===== src/rtl/time_of_day_counter.sv =====
// ---------------------------------------------------------------------------
// time_of_day_counter
//
// Wall-clock time keeper (hours/minutes/seconds) driven from a free-running
// system clock. A programmable divider turns TICK_DIV clock cycles into one
// second tick. Two raw push buttons let the user advance hours and minutes.
// Each button is synchronized and edge-detected, so one press gives at most
// one increment.
//
// Parameters
//   TICK_DIV : clk cycles per one-second tick (>= 2)
//
// Ports
//   clk     in   system clock, rising edge active
//   reset   in   asynchronous, active-high reset of all state
//   run     in   1 = time advances, 0 = hold (divider frozen, buttons live)
//   hour_up in   raw button, rising edge -> hour + 1 (mod 24)
//   min_up  in   raw button, rising edge -> minute + 1 (mod 60)
//   hour    out  current hour   0..23
//   minute  out  current minute 0..59
//   second  out  current second 0..59
//   oneday  out  one-cycle pulse on the tick-driven 23:59:59 -> 00:00:00 rollover
//   tick    out  one-cycle pulse, high in the cycle the new second is shown
// ---------------------------------------------------------------------------
module time_of_day_counter #(
    parameter int unsigned TICK_DIV = 50000000
) (
    input  logic       clk,
    input  logic       reset,
    input  logic       run,
    input  logic       hour_up,
    input  logic       min_up,
    output logic [4:0] hour,
    output logic [5:0] minute,
    output logic [5:0] second,
    output logic       oneday,
    output logic       tick
);

    localparam int unsigned DIV_W = (TICK_DIV > 2) ? $clog2(TICK_DIV) : 1;
    localparam logic [DIV_W-1:0] DIV_LAST = DIV_W'(TICK_DIV - 1);

    // Wrapping increments; the compare against the top value keeps every
    // field inside its legal range without any modulo hardware.
    function automatic logic [5:0] inc_mod60(input logic [5:0] v);
        return (v == 6'd59) ? 6'd0 : v + 6'd1;
    endfunction

    function automatic logic [4:0] inc_mod24(input logic [4:0] v);
        return (v == 5'd23) ? 5'd0 : v + 5'd1;
    endfunction

    // -----------------------------------------------------------------------
    // State
    // -----------------------------------------------------------------------
    logic [DIV_W-1:0] div_q,    div_d;
    logic [4:0]       hour_q,   hour_d;
    logic [5:0]       min_q,    min_d;
    logic [5:0]       sec_q,    sec_d;
    logic             tick_q,   tick_d;
    logic             oneday_q, oneday_d;

    // Button synchronizers: [0] first stage, [1] second stage; *_prev_q holds
    // the previous synchronized level for edge detection.
    logic [1:0]       hu_sync_q;
    logic [1:0]       mu_sync_q;
    logic             hu_prev_q;
    logic             mu_prev_q;

    // -----------------------------------------------------------------------
    // Combinational next-state
    // -----------------------------------------------------------------------
    logic tick_int;
    logic hu_edge;
    logic mu_edge;
    logic sec_carry;
    logic min_carry;

    always_comb begin
        tick_int  = run && (div_q == DIV_LAST);
        hu_edge   = hu_sync_q[1] & ~hu_prev_q;
        mu_edge   = mu_sync_q[1] & ~mu_prev_q;

        // Carries only come from the tick chain; button edges never carry.
        sec_carry = tick_int && (sec_q == 6'd59);
        min_carry = sec_carry && (min_q == 6'd59);

        div_d = div_q;
        if (run) begin
            div_d = (div_q == DIV_LAST) ? '0 : div_q + 1'b1;
        end

        sec_d = tick_int ? inc_mod60(sec_q) : sec_q;

        // A button edge coinciding with a carry still moves the field by
        // exactly one: the two requests are OR-ed, not summed.
        min_d  = (mu_edge || sec_carry) ? inc_mod60(min_q)  : min_q;
        hour_d = (hu_edge || min_carry) ? inc_mod24(hour_q) : hour_q;

        tick_d   = tick_int;
        oneday_d = min_carry && (hour_q == 5'd23);
    end

    // -----------------------------------------------------------------------
    // Registers
    // -----------------------------------------------------------------------
    always_ff @(posedge clk or posedge reset) begin
        if (reset) begin
            div_q     <= '0;
            hour_q    <= '0;
            min_q     <= '0;
            sec_q     <= '0;
            tick_q    <= 1'b0;
            oneday_q  <= 1'b0;
            hu_sync_q <= '0;
            mu_sync_q <= '0;
            hu_prev_q <= 1'b0;
            mu_prev_q <= 1'b0;
        end else begin
            div_q     <= div_d;
            hour_q    <= hour_d;
            min_q     <= min_d;
            sec_q     <= sec_d;
            tick_q    <= tick_d;
            oneday_q  <= oneday_d;
            hu_sync_q <= {hu_sync_q[0], hour_up};
            mu_sync_q <= {mu_sync_q[0], min_up};
            hu_prev_q <= hu_sync_q[1];
            mu_prev_q <= mu_sync_q[1];
        end
    end

    assign hour   = hour_q;
    assign minute = min_q;
    assign second = sec_q;
    assign tick   = tick_q;
    assign oneday = oneday_q;

endmodule


===== config.mk =====
export PLATFORM = sky130hd
export DESIGN_NAME = time_of_day_counter
export DESIGN_NICKNAME = d
export VERILOG_FILES = /design/src/rtl/time_of_day_counter.sv
export SDC_FILE = /design/constraint.sdc
export NUM_CORES = 1
export LEC_CHECK = 0
export BUFFER_PORTS_ARGS = -buffer_cell sky130_fd_sc_hd__clkbuf_2
export CORE_MARGIN = 4
export CORE_UTILIZATION = 53
export DETAILED_ROUTE_END_ITERATION = 10
export PLACE_DENSITY = 0.71
export SYNTH_ARGS = -nofsm -noshare
export SYNTH_HDL_FRONTEND = slang
export SYNTH_SLANG_ARGS = --single-unit

===== constraint.sdc =====
create_clock -name clk -period 2 [get_ports clk]
set_input_delay 0.2 -clock clk [delete_from_list [all_inputs] [get_ports clk]]
set_output_delay 0.2 -clock clk [all_outputs]
set_load 0.02 [all_outputs]

---- Word level (Yosys, flattened, before mapping) ----
Index checks and enable logic that the tools add are counted.
word-level totals
  register bits after elaboration ......... 51
  bits of input ports ..................... 5
  output and inout port bits .............. 19
  word-level logic and storage cells ...... 32
operators by class
  $add $sub $neg .......................... 4
  equality and inequality tests ........... 4
  mux-type cells .......................... 4
  bitwise gates (word level) .............. 4
  reduce and logical (&&, ||, !) cells .... 6
operator list
  kind                   count
  $add 26x1->26 const B  1
  $eq 26x26->1 const B   1
  $mux 26                1
  $add 6x1->6 const B    2
  $eq 6x6->1 const B     2
  $mux 6                 2
  $add 5x1->5 const B    1
  $eq 5x5->1 const B     1
  $mux 5                 1
  $logic_and 1x1->1      4
  $and 1x1->1            2
  $logic_or 1x1->1       2
  $not 1->1              2

---- Depth between registers and ports, before layout ----
Gate-level depths: netlist of the first run.
  word-level depth ........................ 5
  depth in mapped cells ................... 7
  depth with buffers taken out ............ 6

---- Least setup slack after synthesis of the first run ----
Ideal clock, no wire load.
  kind .................................... flip-flop to flip-flop
  start point ............................. reg sec_q[0] (netlist: second[0])
  end point ............................... reg min_q[0] (netlist: minute[0])
  library setup time ...................... 125 ps
  data arrival time ....................... 2,049 ps
  required time ........................... 1,875 ps
  setup slack ............................. -174 ps
  cell stages (with the launch flop) ...... 8
  buffers on the path ..................... 1
  period minus slack after synthesis ...... 2,174 ps
  cell sequence ........................... dfrtp_1 ha_1 nand2_1 or3_1 nor4_2 or2_0 buf_4 mux2_4
between the ends
  longest elaborated chain between the ends .. 3
RTL lines
  item                      RTL line  RTL
  start: declaration        59        logic [5:0] sec_q, sec_d;
  start signal: assignment  112       sec_q <= '0;
  start signal: assignment  123       sec_q <= sec_d;
  $eq 6x6->1                85        sec_carry = tick_int && (sec_q == 6'd59);
  $logic_and 1x1->1         85
  $logic_or 1x1->1          97        min_d = (mu_edge || sec_carry) ? inc_mod60(min_q) : min_q;
  end signal: assignment    122       min_q <= min_d;
  end: declaration          58        logic [5:0] min_q, min_d;
Every way passes these cells.
A chain may end at the register's enable or synchronous reset.

---- Final worst setup path of the first run ----
  start point ............................. reg sec_q[0] (netlist: second[0])
  end point ............................... reg hour_q[2] (netlist: hour[2])
between the ends
  longest elaborated chain between the ends .. 4
RTL lines
  item                    RTL line  RTL
  $eq 6x6->1              85
  $logic_and 1x1->1       85
  $logic_and 1x1->1       86        min_carry = sec_carry && (min_q == 6'd59);
  $logic_or 1x1->1        98        hour_d = (hu_edge || min_carry) ? inc_mod24(hour_q) : hour_q;
  end signal: assignment  121       hour_q <= hour_d;
  end: declaration        57        logic [4:0] hour_q, hour_d;
Every way passes these cells.

==> summary by stage, run 1 <==
Placed design
The detailed-placement wirelength estimate is 3312 um. Routability-driven placement finished with a final weighted congestion of between 0.8 and 0.9. Input and output buffers added on the ports amount to 23. The placed instances occupy a cell area of approximately 2900 um2.

Power and ir drop
VDD sags by at most ~400 uV. In this run the static leakage power is roughly 1.5 nW. Overall power consumption after layout is estimated at between 0.002 and 0.003 W. For this design the ratio of total power to cell area is just under 900 nW/um2.

Floorplanning
For this design the top-level I/O count stands at 24. The starting utilization of the core area is a little under three fifths. The vertical die dimension is about 77 um. The core region is 4474 um2. The die span in x is 76.72 um. The die footprint is slightly below 6000 um2. Row generation in the floorplan step produced 24 rows.

STA
The hold violation count in the final report came to 0. Headroom to the max-slew limit came out at between 60% and 70%. The worst-case hold slack is 0.2409 ns. The worst clock skew is approximately 0.0087 ns. Setup violations remaining at the end of the flow were counted as 0.

The slew of the pin with the lowest slew margin is 0.5730 ns. In the finished design, the share of the clock period the worst path needs comes to between 90% and 100%. The peak clock frequency supported by timing is 524.3 MHz. The shortest period the worst path allows is about 1.9 ns.

The final count of pins violating max slew is 0. Setup repair after global routing could not meet its margin everywhere.

Logic synthesis
The number of synthesized flops with an enable pin is 0. The number of warnings printed during yosys synthesis is 0. The most used flip-flop cell after synthesis is sky130_fd_sc_hd__dfrtp_1.

The netlist uses 44 different library cells. The cell area that synthesis handed to floorplanning was 2502 um2. Counting every net in the synthesized netlist gives around 240. The post-synthesis cell count is roughly 230. A synthesized cell averages roughly 11 um2. Synthesis inferred 51 register bits.

Sequential cells were found to cover 51.00% of the synthesized design area. The async set or reset register ratio after synthesis is between 90% and 100%.

Run
Max-cap violations in this run came to 0.

Critical path
The timing endpoint of the critical path is hour[2]. At the worst endpoint, the required time is about 2.2 ns. The number of buffers and inverters on the critical path is 1.

In this run the number of cells on the critical path is 7. The stage delay of the slowest cell on the critical path is around 0.40 ns. The setup path with the least slack is of type reg -> reg. The worst register-to-register path ends at hour[2]. Walking the worst path, the cells encountered are ha_4 -> nand2_1 -> or3_4 -> nor4_4 -> buf_4 -> o21ai_0 -> xnor2_1. The largest individual stage delay along the critical path comes from the cell sky130_fd_sc_hd__dfrtp_2. Tracing the worst setup path back leads to its startpoint at second[0]. Data arrives at the worst endpoint at approximately 2.1 ns. The launching element type of the critical path is a flop. The family with the most delay on the worst path is simple AND/OR/NAND/NOR gates. The number of cells traversed by the worst register-to-register path is 7. The sort of element at the end of the critical path is a flop.

The maximum net fanout on the critical path is 4. The worst register-to-register path begins at second[0]. The slack of the worst reg-to-reg path is approximately 0.093 ns.

Layout
The final net count is approximately 290. 0 antenna diodes ended up in the layout. Cells with a size suffix above 1 make up between 30% and 40% of the layout. The finished cells cover a little over 3000 um2. Compared with the post-synthesis result, the final layout area differs by 20.65%. The filler cell count in the final layout is approximately 340.

Min path
The path class of the tightest hold or removal check is in -> reg.

Global route
Global routing finished with a remaining overflow of 0. The maximum number of pins on one net before global-route repair is 52. The number of antenna violations at the first check in global routing came to 0. The via count of the first global-routing pass was roughly 1,700. The global router's overall resource usage is ~17%. The first global-routing pass estimated 8128 um of wire.

Routing
After detailed routing, the number of remaining DRC violations is 0. The detail route stage leaves a number of antenna-violating nets equal to 0. Dividing the detail-routed wire length by the instance count gives 13.79 um. The detailed router finished its first iteration with just over 80 violations. Detailed routing inserted a total of 1,865 vias. After detailed routing, the number of vias per cell comes to roughly 5.6.

For this run, the detailed router's first-pass iteration total came to 4. The wire length after detailed routing is around 4600 um.

Clocking
The maximum buffer depth of the clock tree is 2. The number of clock sinks is 51. The cell at the root of the clock tree is sky130_fd_sc_hd__clkbuf_8. The clock transition at the registers of the reported paths is 0.09 ns. The TritonCTS clock tree is done. The H-tree was split into 2 levels. The number of clock buffers added by TritonCTS is 5. The clock latency of the later-clocked register in the worst-skew pair is roughly 0.3 ns.

Outcome
The flow ran to the end, and the final reports show no timing, DRC or antenna violations.
-- cells by family (layout without fill, tap and decap cells) --
logic type               Yosys count  count (layout)  synth area share [%]
XOR/XNOR                          24              24                 8.400
AO/OA/AOI/OAI                     17              17                 4.851
buffers and inverters              9              64                 1.650
flip-flops                        51              51                 51.00
adder cells (fa/ha/maj)            4               4                 2.000
multiplexers                      14              14                 6.450
AND/OR/NAND/NOR                  107             107                 25.65
-- metrics by stage --
stage                     utilization, %  TNS (ns)  setup WS, ns  instances
after floorplan                        -         0      0.005213        226
after global placement             64.21         0       0.05342        321
after detailed placement           64.21         0       0.01056        321
after CTS                          66.78         0      0.005428        332
after global routing               67.48  -0.01465      -0.01465        333
final                              67.48         0       0.09286        333
-- synth_stat cells, types with 2 or more instances --
| cell type | n | area [um2] |
|---|---|---|
| sky130_fd_sc_hd__a22o_1 | 3 | 26.28 |
| sky130_fd_sc_hd__a31oi_1 | 2 | 12.51 |
| sky130_fd_sc_hd__and2_1 | 2 | 12.51 |
| sky130_fd_sc_hd__and3_1 | 4 | 25.02 |
| sky130_fd_sc_hd__and4_1 | 3 | 26.28 |
| sky130_fd_sc_hd__and4bb_2 | 2 | 25.02 |
| sky130_fd_sc_hd__buf_2 | 3 | 15.01 |
| sky130_fd_sc_hd__dfrtp_1 | 51 | 1276 |
| sky130_fd_sc_hd__ha_1 | 4 | 50.05 |
| sky130_fd_sc_hd__inv_1 | 4 | 15.01 |
| sky130_fd_sc_hd__mux2_2 | 9 | 101.4 |
| sky130_fd_sc_hd__mux2_4 | 2 | 30.03 |
| sky130_fd_sc_hd__mux2i_1 | 3 | 30.03 |
| sky130_fd_sc_hd__nand2_1 | 19 | 71.32 |
| sky130_fd_sc_hd__nand3_1 | 10 | 50.05 |
| sky130_fd_sc_hd__nand4_1 | 15 | 93.84 |
| sky130_fd_sc_hd__nand4_2 | 2 | 25.02 |
| sky130_fd_sc_hd__nor2_1 | 27 | 101.4 |
| sky130_fd_sc_hd__nor2b_1 | 5 | 31.28 |
| sky130_fd_sc_hd__nor3_1 | 5 | 25.02 |
| sky130_fd_sc_hd__nor4_2 | 2 | 25.02 |
| sky130_fd_sc_hd__o21ai_0 | 5 | 25.02 |
| sky130_fd_sc_hd__xnor2_1 | 10 | 87.58 |
| sky130_fd_sc_hd__xor2_1 | 14 | 122.6 |
-- registers in the layout (all words and copies together), names as in the netlist --
name,cells
div_q,26
minute,6
second,6
hour,5
hu_sync_q,2
mu_sync_q,2
hu_prev_q,1
mu_prev_q,1
oneday,1
tick,1
-- timing repair --
| item | 4_1_cts | 5_1_grt |
|---|---|---|
| gates resized for setup | 0 | 6 |
| endpoints found under the hold margin | 53 | 0 |
| hold buffers | 3 | 0 |
| setup endpoints to repair | 1 | 11 |
| buffers inserted | 0 | 1 |
| pin swaps | 1 | 4 |
-- per-layer routing --
metal / wire, um / global-route usage, %
met2: 2178 / 27.00
met4: 82 / 5.616
met1: 2171 / 23.15
met3: 158 / 3.981
met5: 0 / 0
-- where the power goes --
group	switching, W	total [W]	internal [W]
combinational	0.000367	0.000701	0.000334
sequential	0.000183	0.00137	0.00119
clock	0.000326	0.000571	0.000245
-- placed cells by master (no fill, tap or decap), types with 5 or more instances in the layout --
cell type / netlist / layout
sky130_fd_sc_hd__clkbuf_8: 0 / 5
sky130_fd_sc_hd__o21ai_0: 5 / 5
sky130_fd_sc_hd__dfrtp_1: 51 / 48
sky130_fd_sc_hd__nand2_1: 19 / 19
sky130_fd_sc_hd__mux2_2: 9 / 9
sky130_fd_sc_hd__nor2_1: 27 / 27
sky130_fd_sc_hd__nor2b_1: 5 / 5
sky130_fd_sc_hd__nand3_1: 10 / 10
sky130_fd_sc_hd__xnor2_1: 10 / 10
sky130_fd_sc_hd__nor3_1: 5 / 5
sky130_fd_sc_hd__buf_4: 1 / 25
sky130_fd_sc_hd__clkbuf_2: 0 / 23
sky130_fd_sc_hd__nand4_1: 15 / 15
sky130_fd_sc_hd__xor2_1: 14 / 14
-- area by class of cell --
type / instances / area [um2] / area share [%]
sequential: 51 / 1280 / 42.40
multi-input combinational: 166 / 1221 / 40.45
timing repair buffer: 52 / 352.8 / 11.69
clock buffer: 6 / 72.57 / 2.404
tap: 52 / 65.06 / 2.155
inverter: 4 / 15.01 / 0.4973
clock inverter: 2 / 12.51 / 0.4144
-- worst min-delay path, delay by kind of cell --
kind                   cells  cell delay, ns
buffers and inverters      2            0.24
multiplexers               1            0.07
-- worst min-delay path by stage --
| stage | start | endpoint | slack (ns) | cells after the start |
|---|---|---|---|---|
| after floorplan | hour_up | hu_sync_q[0] | 0.23 | 0 |
| after global placement | reset | div_q[2] | 0.25 | 3 |
| after detailed placement | reset | div_q[10] | 0.25 | 3 |
| after CTS | run | div_q[0] | 0.23 | 3 |
| after global routing | run | div_q[0] | 0.25 | 3 |
| final | run | div_q[0] | 0.24 | 3 |
No activity file was read; power rests on OpenSTA's default activity.
==> inputs of run 2 (changes only) <==
SETUP_SLACK_MARGIN = 0.2   (was not set)
==> summary by stage, run 2 (same netlist as run 1, synthesis figures left out) <==
Outcome
The flow ran to the end, and the final reports show no timing, DRC or antenna violations.

Critical path
The data required time of the worst path is 2.19 ns. The count of buffering cells on the critical path with inverters included is 0. Traced cell by cell, the critical path runs through ha_4 -> and3b_2 -> nand4_4 -> or4b_4 -> a21boi_2 -> mux2i_1. The number of cells traversed by the worst register-to-register path is 6. The slack of the worst reg-to-reg path is approximately 0.14 ns. The critical setup path kind is reg -> reg. The family with the most delay on the worst path is simple AND/OR/NAND/NOR gates. The stage delay of the slowest cell on the critical path is about 0.59 ns.

STA classifies the critical path endpoint as a flop. Counting buffers and inverters, the worst setup path is 6 cells deep. In this run the critical register-to-register path is launched from div_q[1]. The cell type of the slowest stage on the worst timing path is sky130_fd_sc_hd__or4b_4. In this run the worst path has a maximum fanout of 3. The launching element type of the critical path is a flop.

STA puts the critical path data arrival time at between 2 and 2.5 ns. The endpoint identified for the worst register-to-register timing path is div_q[3].

Layout
The fraction of layout instances using a drive strength above 1 is approximately two fifths. The library cells used most frequently in the layout, excluding fill and tap cells, are sky130_fd_sc_hd__dfrtp_1, sky130_fd_sc_hd__buf_4, sky130_fd_sc_hd__nor2_1, sky130_fd_sc_hd__clkbuf_2, sky130_fd_sc_hd__nand4_1. The final net count is between 200 and 300.

From synthesis to final layout, the design area changed by 26.30%. The most common cell after layout, fill and taps aside is sky130_fd_sc_hd__dfrtp_1. The register with the most flip-flops in the layout has 26 of them. Counting flops per register, the top entry is div_q. Excluding fillers, the count of instances in the completed layout stands at about 340. 0 antenna diodes ended up in the layout.

Floorplanning
The floorplan step defined a die boundary enclosing about 5900 um2. The core area is about 4500 um2. During I/O placement, the number of pins put on the boundary was 24. Once the floorplan was initialized, standard cells occupied approximately 56% of the core.

In this run the horizontal extent of the chip is 76.72 um. The floorplan has 24 rows. Measured along the y axis, the die boundary spans ~77 um.

Global route
The number of antenna violations at the first check in global routing is 0. The maximum number of pins on one net before global-route repair is 27. The global router's overall resource usage is between 10% and 20%.

The via count of the first global-routing pass came to ~1,900. The sum of overflow across all layers after global routing is 0. The first global-routing pass estimated roughly 8500 um of wire.

Clocking
After clock tree synthesis, the clock-pin slew on the worst setup and hold paths is roughly 0.090 ns. TritonCTS built the clock tree. The H-tree was split into 2 levels.

The number of clock sinks is between 50 and 60. The clock latency of the later-clocked register in the worst-skew pair is ~0.30 ns. The cell at the root of the clock tree is sky130_fd_sc_hd__clkbuf_8. No sink is reached through more buffers than the 2 on the longest clock path. The CTS buffer count is 5.

Routing
Detailed routing inserted a total of around 1,900 vias. The count of nets left with antenna violations once routing finished came out at 0. After detailed routing, the total wire length is around 5000 um.

The highest layer touched by signal routing is met4. After detailed routing, the number of remaining DRC violations is 0. The total routed wire length on the met1 layer is 2305 um.

The starting DRC count in detailed routing is 114. The total length of routed met2 wires is between 2000 and 2500 um. Dividing the detail-routed wire length by the instance count gives approximately 15 um. The via-per-instance ratio is about 5.6. The number of optimization iterations in the first detailed-route pass is 4. Detailed routing placed a total of 168 um of wire on met3.

STA
The slew of the pin with the lowest slew margin is between 0.4 and 0.5 ns. Setup repair after global routing could not meet its margin everywhere. The hold violation count in the final report was 0. The shortest period the worst path allows is between 1.5 and 2 ns.

After layout, the worst path uses 93.24% of the clock period. The worst clock skew is between 0.007 and 0.008 ns. The worst relative slew slack is 66.79%. The final count of pins violating max slew is 0. The final sum of negative setup slack is 0 ns. Based on the critical path, the design can be clocked at up to roughly 540 MHz.

Setup violations remaining at the end of the flow were counted as 0.

Placed design
In this run the tool buffered the top-level ports with 23 buffer cells. Routability-driven placement finished with a final weighted congestion of 0.8935. Once detailed placement completed, the half-perimeter wirelength came to between 3000 and 4000 um.

The placed cell count is 320.

Min path
The worst min-delay path class is in -> reg. The path with the worst hold slack has its endpoint at div_q[1]. The worst hold path was traced through 2 stages. The start point of the worst min-delay path is run.

Run
Across the run, the number of max-cap violations was 0.

Power and ir drop
IR analysis of the VDD net gives a maximum drop of ~660 uV. The leakage power figure is 1.549 nW. For this design the ratio of total power to cell area is ~870 nW/um2.
run 2: metrics by stage:
stage	util [%]	hold slack [ns]	setup slack [ns]	total power, W	area, um2
3_3_place_gp	64.46	0.2558	0.08581	0.002108	2884
3_5_place_dp	64.46	0.2594	0.03059	0.002135	2884
2_1_floorplan	-	0.2314	0.01382	0.001836	2550
6_report	70.64	0.2354	0.1351	0.002743	3161
5_1_grt	70.64	0.2432	0.04609	0.002911	3161
4_1_cts	68.32	0.2182	0.1229	0.002744	3057
run 2: how the worst max path moves through the flow:
stage / from / to
global route: div_q[7] / div_q[3]
global placement: div_q[9] / hour[3]
floorplan: second[0] / minute[0]
detailed placement: div_q[9] / hour[3]
CTS: second[1] / hour[3]
finish: div_q[1] / div_q[3]
run 2: worst register-to-register path, delay by kind of cell (launching register included):
| kind | cells | cell delay (ns) |
|---|---|---|
| simple gates | 3 | 0.95 |
| flops | 1 | 0.41 |
| fa+ha+maj | 1 | 0.16 |
| compound gates | 1 | 0.16 |
| mux | 1 | 0.08 |
run 2: routing by layer:
| layer | GRT usage (%) | up-vias |
|---|---|---|
| li1 | - | 940 |
| met1 | 22.58 | 926 |
| met2 | 30.05 | 43 |
| met3 | 3.747 | 9 |
| met4 | 7.609 | 0 |
| met5 | 0 | - |
run 2: area by class of cell:
type | count | area [um2]
inverters | 4 | 15.01
well taps | 52 | 65.06
clock inverters | 2 | 12.51
repair buffers | 61 | 407.9
fillers | 319 | 1314
flip-flops and latches | 51 | 1279
clock buffers | 6 | 72.57
multi-input cells | 166 | 1309
run 2: repair_timing:
action | CTS | global route
setup buffers | 4 | 7
setup endpoints to repair | 30 | 33
hold buffers | 3 | 0
gates resized for setup | 8 | 17
pin swaps | 11 | 15
hold endpoints to repair | 53 | 0
run 2: where the power goes:
group / switching (W) / internal (W) / total, W
Sequential: 0.000179 / 0.00119 / 0.00136
Combinational: 0.000406 / 0.000391 / 0.000797
Clock: 0.000336 / 0.000245 / 0.000581
